==> config.mk <==
export PLATFORM = sky130hd
export DESIGN_NAME = uart_rx_datapath
export DESIGN_NICKNAME = d
export VERILOG_FILES = /design/src/rtl/uart_rx_datapath.sv
export SDC_FILE = /design/constraint.sdc
export NUM_CORES = 1
export LEC_CHECK = 0
export ABC_AREA = 1
export BUFFER_PORTS_ARGS = -buffer_cell sky130_fd_sc_hd__buf_2
export CORE_MARGIN = 2
export CORE_UTILIZATION = 50
export DETAILED_ROUTE_END_ITERATION = 8
export GPL_TIMING_DRIVEN = 0
export HOLD_SLACK_MARGIN = 0.15
export PLACE_DENSITY = 0.74
export SYNTH_ARGS = -nofsm -noshare
export SYNTH_HDL_FRONTEND = slang
export SYNTH_SLANG_ARGS = --single-unit
==> constraint.sdc <==
create_clock -name clk -period 1.4 [get_ports clk]
set_input_delay 0.14 -clock clk [delete_from_list [all_inputs] [get_ports clk]]
set_output_delay 0.14 -clock clk [all_outputs]
set_load 0.1 [all_outputs]
==> src/rtl/uart_rx_datapath.sv <==
// UART receive datapath: two-flop line synchronizer, oversampled start/data/stop
// framing, one-clock ready and frame-error pulses for each completed frame.
module uart_rx_datapath #(
    parameter int OVERSAMPLE = 8,
    parameter int DATA_BITS  = 8
) (
    input  logic                 clk,
    input  logic                 rst,
    input  logic                 RxD,
    input  logic                 Baud8Tick,
    output logic [DATA_BITS-1:0] RxD_data,
    output logic                 RxD_data_ready,
    output logic                 RxD_frame_err,
    output logic                 Busy
);

    localparam int OS_W  = (OVERSAMPLE > 1) ? $clog2(OVERSAMPLE) : 1;
    localparam int BIT_W = (DATA_BITS > 1) ? $clog2(DATA_BITS) : 1;

    localparam logic [OS_W-1:0]  OS_ZERO      = OS_W'(0);
    localparam logic [OS_W-1:0]  OS_ONE       = OS_W'(1);
    localparam logic [OS_W-1:0]  OS_HALF_LAST = OS_W'(OVERSAMPLE / 2 - 1);
    localparam logic [OS_W-1:0]  OS_LAST      = OS_W'(OVERSAMPLE - 1);
    localparam logic [BIT_W-1:0] BIT_ZERO     = BIT_W'(0);
    localparam logic [BIT_W-1:0] BIT_ONE      = BIT_W'(1);
    localparam logic [BIT_W-1:0] BIT_LAST     = BIT_W'(DATA_BITS - 1);

    typedef enum logic [1:0] {
        ST_IDLE  = 2'd0,
        ST_START = 2'd1,
        ST_DATA  = 2'd2,
        ST_STOP  = 2'd3
    } state_t;

    logic                 rx_meta_r;
    logic                 rx_sync_r;
    logic                 rx_s;
    state_t               state_r;
    state_t               state_nxt_s;
    logic [OS_W-1:0]      os_cnt_r;
    logic [OS_W-1:0]      os_cnt_nxt_s;
    logic [BIT_W-1:0]     bit_cnt_r;
    logic [BIT_W-1:0]     bit_cnt_nxt_s;
    logic [DATA_BITS-1:0] shift_r;
    logic [DATA_BITS-1:0] shift_nxt_s;
    logic [DATA_BITS-1:0] data_r;
    logic [DATA_BITS-1:0] data_nxt_s;
    logic                 ready_r;
    logic                 ready_nxt_s;
    logic                 frame_err_r;
    logic                 frame_err_nxt_s;
    logic                 busy_r;

    assign rx_s           = rx_sync_r;
    assign RxD_data       = data_r;
    assign RxD_data_ready = ready_r;
    assign RxD_frame_err  = frame_err_r;
    assign Busy           = busy_r;

    // Two-flop synchronizer; resets to the idle-high line level
    always_ff @(posedge clk) begin
        if (rst) begin
            rx_meta_r <= 1'b1;
            rx_sync_r <= 1'b1;
        end else begin
            rx_meta_r <= RxD;
            rx_sync_r <= rx_meta_r;
        end
    end

    // Framing state machine: all movement is gated by the oversampling tick
    always_comb begin
        state_nxt_s     = state_r;
        os_cnt_nxt_s    = os_cnt_r;
        bit_cnt_nxt_s   = bit_cnt_r;
        shift_nxt_s     = shift_r;
        data_nxt_s      = data_r;
        ready_nxt_s     = 1'b0;
        frame_err_nxt_s = 1'b0;
        if (Baud8Tick) begin
            case (state_r)
                ST_IDLE: begin
                    if (rx_s == 1'b0) begin
                        state_nxt_s  = ST_START;
                        os_cnt_nxt_s = OS_ZERO;
                    end else begin
                        state_nxt_s = ST_IDLE;
                    end
                end
                ST_START: begin
                    if (os_cnt_r == OS_HALF_LAST) begin
                        os_cnt_nxt_s = OS_ZERO;
                        if (rx_s == 1'b0) begin
                            state_nxt_s   = ST_DATA;
                            bit_cnt_nxt_s = BIT_ZERO;
                        end else begin
                            state_nxt_s = ST_IDLE;
                        end
                    end else begin
                        os_cnt_nxt_s = os_cnt_r + OS_ONE;
                    end
                end
                ST_DATA: begin
                    if (os_cnt_r == OS_LAST) begin
                        // LSB arrives first, so new bits enter at the top
                        shift_nxt_s  = {rx_s, shift_r[DATA_BITS-1:1]};
                        os_cnt_nxt_s = OS_ZERO;
                        if (bit_cnt_r == BIT_LAST) begin
                            state_nxt_s = ST_STOP;
                        end else begin
                            bit_cnt_nxt_s = bit_cnt_r + BIT_ONE;
                        end
                    end else begin
                        os_cnt_nxt_s = os_cnt_r + OS_ONE;
                    end
                end
                ST_STOP: begin
                    if (os_cnt_r == OS_LAST) begin
                        if (rx_s == 1'b1) begin
                            data_nxt_s  = shift_r;
                            ready_nxt_s = 1'b1;
                        end else begin
                            frame_err_nxt_s = 1'b1;
                        end
                        state_nxt_s  = ST_IDLE;
                        os_cnt_nxt_s = OS_ZERO;
                    end else begin
                        os_cnt_nxt_s = os_cnt_r + OS_ONE;
                    end
                end
                default: begin
                    state_nxt_s  = ST_IDLE;
                    os_cnt_nxt_s = OS_ZERO;
                end
            endcase
        end else begin
            state_nxt_s = state_r;
        end
    end

    // State, counters and registered outputs
    always_ff @(posedge clk) begin
        if (rst) begin
            state_r     <= ST_IDLE;
            os_cnt_r    <= OS_ZERO;
            bit_cnt_r   <= BIT_ZERO;
            shift_r     <= {DATA_BITS{1'b0}};
            data_r      <= {DATA_BITS{1'b0}};
            ready_r     <= 1'b0;
            frame_err_r <= 1'b0;
            busy_r      <= 1'b0;
        end else begin
            state_r     <= state_nxt_s;
            os_cnt_r    <= os_cnt_nxt_s;
            bit_cnt_r   <= bit_cnt_nxt_s;
            shift_r     <= shift_nxt_s;
            data_r      <= data_nxt_s;
            ready_r     <= ready_nxt_s;
            frame_err_r <= frame_err_nxt_s;
            busy_r      <= (state_nxt_s != ST_IDLE);
        end
    end

endmodule
* Yosys cells after proc, flatten, opt, wreduce, memory -nomap -nowiden
Index checks and enable logic that the tools add are counted.
** Cells by class
- Shifts and indexed selects :: 0
- $lt $le $gt $ge :: 0
- Equality and inequality tests :: 11
- Reductions and logical operators :: 9
- Bitwise logic cells :: 3
- Divide/modulo/power cells :: 0
- Muxes and demuxes :: 18
- $mul :: 0
- $add $sub $neg :: 2
** Operators with widths (number)
- two-way mux 3 bit :: 6
- two-way mux 2 bit :: 6
- != test 2 bit, second input constant :: 5
- case mux 3 bit (3 select lines) :: 1
- case mux 2 bit (4 select lines) :: 1
- adder 3 x 1 -> 3 bit, second input constant :: 2
- == test 3 bit, second input constant :: 2
- case mux 3 bit (2 select lines) :: 1
- AND reduction 6 bit :: 1
- == test 2 bit, second input constant :: 2
- AND reduction 4 bit :: 1
- nonzero test 2 bit :: 2
- OR reduction 4 bit :: 1
- == test 3 x 2 -> 1 bit, second input constant :: 1
- two-way mux 1 bit :: 3
- inverter 1 bit :: 3
- AND reduction 3 bit :: 1
- == test 2 x 1 -> 1 bit, second input constant :: 1
- logical NOT 2 bit :: 1
- AND reduction 2 bit :: 1
- OR reduction 2 bit :: 1
** Storage, ports and cells
- Latch bits :: 0
- ROM bits :: 0
- Bits in writable memories :: 0
- Input port bits :: 4
- Memories kept :: 0
- Output and inout bits :: 11
- Register bits after elaboration :: 29

* Depth between registers and ports, before layout
Gate-level depths: netlist of the first run.
- Word-level depth :: 6
- Gate-level depth with buffers :: 9
- Depth with buffers taken out :: 9

* Worst setup path after synthesis of the first run
OpenSTA, ideal clock, no wires.
- Kind :: register to register
- Start point :: register os_cnt_r[0]
- End point :: register shift_r[7]
- Data arrival time :: 1294 ps
- Clock period less this slack :: 1410 ps
- Slack :: -10 ps
- Path buffers :: 0
- Cell stages (with the launch flop) :: 8
- Required time :: 1284 ps
- Cells stage by stage :: dfxtp_1 > ha_1 > ha_1 > nand2_2 > nor3_4 > inv_4 > o21ai_2 > a21oi_2
** Between the ends
- Longest elaborated chain between the ends :: 2
** RTL lines
- start: declaration :: line 40 : logic [OS_W-1:0] os_cnt_r;
- start signal: assignment :: line 154 : os_cnt_r <= os_cnt_nxt_s;
- == test 3 bit :: line 104 : if (os_cnt_r == OS_LAST) begin
- AND reduction 3 bit (no source line)
- end signal: assignment :: line 147 : shift_r <= {DATA_BITS{1'b0}};
- end signal: assignment :: line 156 : shift_r <= shift_nxt_s;
- end: declaration :: line 44 : logic [DATA_BITS-1:0] shift_r;
No other way between the ends.
A chain may end at the register's enable or synchronous reset.

* Worst setup path after layout of the first run
Same ends and word-level chain as after synthesis.

==> results.py, run 1 <==
metrics = {
    "clock_network": {
        "clock_latency_ps": 330,
        "clk_pin_slew_ps": 90,
        "root_buffer": "clkbuf_4",
        "cts.htree.levels": 2,
        "numCtsBuffers": 5,
        "cts.sinks": 29,
        "cts_tree": "built",
        "clock_path_buffers": 2,
    },
    "grt": {
        "grt_antenna_before_repair": 0,
        "grt_pass1_wl_microns": 4700,
        "grt_pass1_vias": 1085,
        "grtUsageTotal_pct": 22.7,
        "grt_max_degree": 11,
        "grt-ovfl-total": 0,
    },
    "drt": {
        "route.detailed.drc": 0,
        "dr.pass1.iters": 4,
        "wirelength_microns": 2860,
        "met2WireLength_microns": 1450,
        "drt.antenna.violating_nets": 0,
        "vias": 1208,
        "routedWlPerCell_microns": 12.2,
        "initialDrtViolationCount": 25,
        "wl_met1_microns": 1230,
        "wl_met3_microns": 148,
        "vias_per_cell": 5.14,
        "maxUsedRoutingLayer": "met4",
    },
    "critical_path": {
        "crit_path_max_incr_delay_ps": 360,
        "cp_common_cell": "ha_4",
        "start_kind": "register",
        "worst-path-max-fanout": 8,
        "arrival_ps": 1660,
        "worst_path_max_delay_cell": "dfxtp_2",
        "end_kind": "register",
        "reg2reg_from": "os_cnt_r[0]$_SDFFE_PP0P_",
        "reg2regPathDepth": 8,
        "required_ps": 1630,
        "path_class": "register to register",
        "timing.rr.end": "shift_r[7]$_SDFFE_PP0P_",
        "rrSetupSlack_ps": -30,
        "crit_chain": "ha_4 -> ha_4 -> nand2_4 -> nor3_4 -> buf_6 -> inv_6 -> o21ai_2 -> a21oi_2",
    },
    "synthesis": {
        "async_flop_share_pct": 0,
        "ys_warn_count": 0,
        "synth_edf_count": 0,
        "synthTopCellsByArea": "dfxtp_1, nor2_1, o21ai_0",
        "synth_top_cells_by_count": "nor2_1, dfxtp_1, nand2_1",
        "synth_area_leader_cell": "dfxtp_1",
        "netlist.area_leader.share_pct": 45.5,
        "avgSynthCellArea_sq_um": 7.55,
        "synth_cells": 169,
        "synthFlopType": "dfxtp_1",
        "synth_nets": 180,
        "synth-seq-cells": 29,
        "syn_area_sq_um": 1280,
        "yosysSeqAreaShare_pct": 45.5,
        "ys_types": 24,
        "yosysMostFrequentCell": "nor2_1",
    },
    "floorplan": {
        "die-height_microns": 54.5,
        "rows": 18,
        "ios": 15,
        "dieArea_sq_um": 2970,
        "core_area_sq_um": 2450,
        "dieWidth_microns": 54.5,
        "initial_core_util_pct": 52.0,
    },
    "place": {
        "io_buffers": 14,
        "place_inst": 213,
        "hpwl_microns": 1800,
        "gp_congestion": 0.800,
        "preCtsSetupSlack_ps": -145,
    },
    "layout": {
        "drive_gt1_share_pct": 34.6,
        "final_cells": 235,
        "diodes": 0,
        "nets": 215,
        "syn_to_final_growth_pct": 33.9,
    },
    "run_status": {
        "outcome": "finished, violations left",
        "violations": "setup timing",
    },
    "worst_hold_path": {
        "hold_end": "RxD_frame_err$_SDFF_PP0_",
        "min-delay-start": "Baud8Tick",
        "min_path_type": "input port to register",
        "min_path_cells": 3,
    },
    "pwr": {
        "power.density_nw_per_um2": 955,
        "power_leakage_nw": 0.813,
        "ir_drop_v": 0.000735,
    },
    "timing": {
        "final.period_utilization_pct": 102,
        "fin_worst_skew_ps": 9.78,
        "tns_ps": -39.5,
        "fin_crit_ps": 1430,
        "worstMarginPinSlew_ps": 485,
        "slew_headroom_pct": 67.9,
        "maxSlewViolCount": 0,
        "grt_setup_unrepaired": "true",
        "worst_slack_ps": -29.3,
        "setup_viol": 4,
        "max_freq_ghz": 0.700,
        "finalHoldViolCount": 0,
    },
    "flow_run": {
        "maxCapViolations": 0,
    },
}
cells in the final DEF, fill, tap and decap left out, types with 4 or more instances in the layout:
cell	Yosys	final
buf_6	1	4
o21ai_1	2	4
nor2_1	41	36
o21ai_0	18	14
buf_2	0	14
a21oi_1	5	5
inv_1	13	13
nand4_1	4	4
clkbuf_4	0	5
dfxtp_2	0	6
nor2_2	2	6
nand3_1	7	6
dlygate4sd3_1	0	4
nand2_1	24	22
dfxtp_1	29	23
buf_4	0	6
routing by layer:
| metal | vias to the layer above | GRT usage [%] |
|---|---|---|
| met4 | 0 | 7.92 |
| met5 | - | 0 |
| li1 | 616 | - |
| met3 | 6 | 8.20 |
| met1 | 560 | 25.3 |
| met2 | 26 | 39.8 |
worst max path at each step:
stage	from	end	slack (ps)	cells after the start
after floorplan	os_cnt_r[0]$_SDFFE_PP0P_	shift_r[7]$_SDFFE_PP0P_	20	7
after global placement	os_cnt_r[0]$_SDFFE_PP0P_	shift_r[7]$_SDFFE_PP0P_	-110	7
after detailed placement	os_cnt_r[0]$_SDFFE_PP0P_	shift_r[7]$_SDFFE_PP0P_	-140	7
after CTS	bit_cnt_r[0]$_SDFFE_PP0P_	bit_cnt_r[0]$_SDFFE_PP0P_	-30	9
after global routing	os_cnt_r[0]$_SDFFE_PP0P_	shift_r[7]$_SDFFE_PP0P_	-110	8
final	os_cnt_r[0]$_SDFFE_PP0P_	shift_r[7]$_SDFFE_PP0P_	-30	8
critical path: cells and delay by family, from the launching register on:
family          cells  cell delay (ps)
simple gates        2              300
flops               1              360
compound gates      2              160
buf+inv             2              200
fa+ha+maj           2              320
logic make-up (layout without fill, tap and decap cells):
| logic type | after synthesis | in the layout | share of synthesized area (%) |
|---|---|---|---|
| fa+ha+maj | 7 | 7 | 6.86 |
| compound gates | 28 | 28 | 11.9 |
| simple gates | 84 | 84 | 28.8 |
| flops | 29 | 29 | 45.5 |
| buf+inv | 21 | 57 | 6.96 |
power breakdown:
group	internal (W)	leakage (nW)	switching, W
clock network	0.000426	0.0455	0.000288
logic	0.0000282	0.531	0.0000515
registers	0.000831	0.237	0.00000770
total	0.00129	0.813	0.000348
sequential cells by signal (all words and copies together), names as in the netlist:
name,count
os_cnt_r,3
Busy,1
bit_cnt_r,3
rx_meta_r,1
RxD_frame_err,1
RxD_data_ready,1
state_r,2
RxD_data,8
rx_s,1
shift_r,8
what timing repair did:
item | 4_1_cts | 5_1_grt
hold endpoints to repair | 5 | 0
setup buffers | 5 | 5
hold buffers | 4 | 0
gates resized for setup | 5 | 31
pin swaps | 2 | 10
setup endpoints to repair | 20 | 22
cell type report:
class                           instances  area (sq um)
Fill cell                             201           746
Multi-Input combinational cell        119           692
Sequential cell                        29           588
Timing Repair Buffer                   28           209
Inverter                               18          76.3
Clock buffer                            7          55.1
Tap cell                               30          37.5
Clock inverter                          1          30.0
Buffer                                  3          21.3
through the flow:
stage                     util, %  cell area [sq um]  power [W]  hold slack (ps)
after floorplan                 -               1300   0.000903              209
after global placement       57.4               1410   0.000921              326
after detailed placement     57.4               1410   0.000923              327
after CTS                    64.8               1590    0.00164              161
after global routing         69.6               1710    0.00169              182
final                        69.6               1710    0.00163              181
(Power assumes the default switching activity.)
==> run 2, diff against run 1 <==
CORE_UTILIZATION = 60   (was 50)
PLACE_DENSITY = 0.83   (was 0.74)
clock period = 1.8 ns   (was 1.4 ns; I/O delays follow)
==> results.py, run 2 (synthesis gave the netlist of run 1 again) <==
metrics = {
    "pwr": {
        "power_leakage_nw": 0.748,
        "power.density_nw_per_um2": 839,
        "ir_drop_v": 0.000824,
        "p_total_w": 0.00126,
    },
    "layout": {
        "drive_gt1_share_pct": 19.1,
        "diodes": 0,
        "layout_common_cells": "nor2_1, dfxtp_1, nand2_1",
        "final_common_cell": "nor2_1",
        "final_cells": 221,
        "syn_to_final_growth_pct": 17.9,
        "nets": 204,
    },
    "clock_network": {
        "clock_latency_ps": 330,
        "clock_path_buffers": 2,
        "numCtsBuffers": 5,
        "ctsResizeCount": 0,
        "cts.htree.levels": 2,
        "root_buffer": "clkbuf_4",
        "clk_pin_slew_ps": 90,
        "cts_tree": "built",
        "cts.sinks": 29,
    },
    "worst_hold_path": {
        "hold_end": "RxD_frame_err$_SDFF_PP0_",
        "min-delay-start": "Baud8Tick",
        "min_path_type": "input port to register",
        "min_path_cells": 3,
    },
    "critical_path": {
        "arrival_ps": 1870,
        "rrSetupSlack_ps": 160,
        "start_kind": "register",
        "path_class": "register to register",
        "worst-path-max-fanout": 10,
        "reg2regPathDepth": 7,
        "required_ps": 2030,
        "end_kind": "register",
        "reg2reg_from": "os_cnt_r[0]$_SDFFE_PP0P_",
        "timing.rr.end": "RxD_data[6]$_SDFFE_PP0P_",
    },
    "timing": {
        "whs_ps": 206,
        "maxSlewViolCount": 0,
        "grt_setup_unrepaired": "false",
        "setup_viol": 0,
        "fin_crit_ps": 1640,
        "finalHoldViolCount": 0,
        "fin_worst_skew_ps": 9.73,
        "worstMarginPinSlew_ps": 486,
        "slew_headroom_pct": 67.8,
        "tns_ps": 0,
        "final.period_utilization_pct": 91.2,
        "max_freq_ghz": 0.609,
    },
    "drt": {
        "wirelength_microns": 2650,
        "route.detailed.drc": 0,
        "wl_met3_microns": 117,
        "wl_met1_microns": 1150,
        "maxUsedRoutingLayer": "met4",
        "dr.pass1.iters": 6,
        "met2WireLength_microns": 1340,
        "routedWlPerCell_microns": 12.0,
        "vias_per_cell": 5.24,
        "initialDrtViolationCount": 20,
        "vias": 1159,
        "drt.antenna.violating_nets": 0,
    },
    "floorplan": {
        "dieWidth_microns": 50.1,
        "rows": 16,
        "ios": 15,
        "die-height_microns": 50.1,
        "initial_core_util_pct": 64.4,
        "core_area_sq_um": 1980,
        "dieArea_sq_um": 2510,
    },
    "grt": {
        "grt_max_degree": 11,
        "grt-ovfl-total": 0,
        "grt_antenna_before_repair": 0,
        "grt_pass1_wl_microns": 4660,
        "grtUsageTotal_pct": 24.9,
        "grt_pass1_vias": 1092,
    },
    "flow_run": {
        "maxCapViolations": 0,
    },
    "place": {
        "gp_congestion": 0.838,
        "place_inst": 210,
        "io_buffers": 14,
        "hpwl_microns": 1740,
    },
    "run_status": {
        "outcome": "complete, no violations",
    },
}
run 2: how the worst max path moves through the flow:
stage / from / end / slack [ps] / depth (start not counted)
after global routing: os_cnt_r[0]$_SDFFE_PP0P_ / RxD_data[6]$_SDFFE_PP0P_ / 7 / 7
final: os_cnt_r[0]$_SDFFE_PP0P_ / RxD_data[6]$_SDFFE_PP0P_ / 160 / 7
after detailed placement: os_cnt_r[0]$_SDFFE_PP0P_ / shift_r[0]$_SDFFE_PP0P_ / 200 / 7
after CTS: os_cnt_r[0]$_SDFFE_PP0P_ / RxD_data[1]$_SDFFE_PP0P_ / 180 / 7
after floorplan: os_cnt_r[0]$_SDFFE_PP0P_ / shift_r[7]$_SDFFE_PP0P_ / 390 / 7
after global placement: os_cnt_r[0]$_SDFFE_PP0P_ / shift_r[7]$_SDFFE_PP0P_ / 230 / 7
run 2: cell type report:
cell class,instances,area [sq um]
Multi-Input combinational cell,119,607
Sequential cell,29,581
Fill cell,157,477
Timing Repair Buffer,17,110
Inverter,18,70.1
Clock buffer,7,55.1
Tap cell,27,33.8
Clock inverter,1,30.0
Buffer,3,18.8
run 2: worst max-delay path, stage by stage (launching register included):
cell	delay, ps
dfxtp_1	370
ha_1	230
ha_1	210
nand3_1	160
nor2_4	260
inv_2	130
nor2_1	130
nor2_1	60
run 2: per-stage QoR:
step	worst slack, ps	instance area [sq um]	utilization [%]
2_1_floorplan	390	1280	-
3_3_place_gp	234	1380	69.6
3_5_place_dp	204	1380	69.6
4_1_cts	181	1490	74.9
5_1_grt	7.05	1510	75.9
6_report	159	1510	75.9
run 2: report_power, final:
group	internal (W)	switching [W]
logic	0.0000179	0.0000376
clock network	0.000332	0.000224
registers	0.000646	0.00000533
total	0.000996	0.000267
run 2: metal layers:
metal  vias to the layer above  track usage [%]
li1                        590                -
met1                       536             27.6
met2                        27             43.9
met3                         6             8.48
met4                         0             8.33
met5                         -                0
run 2: timing repair:
action,in CTS,in global routing
hold endpoints to repair,5,0
endpoints found under the setup margin,0,2
hold buffers,2,0
buffers inserted,0,1
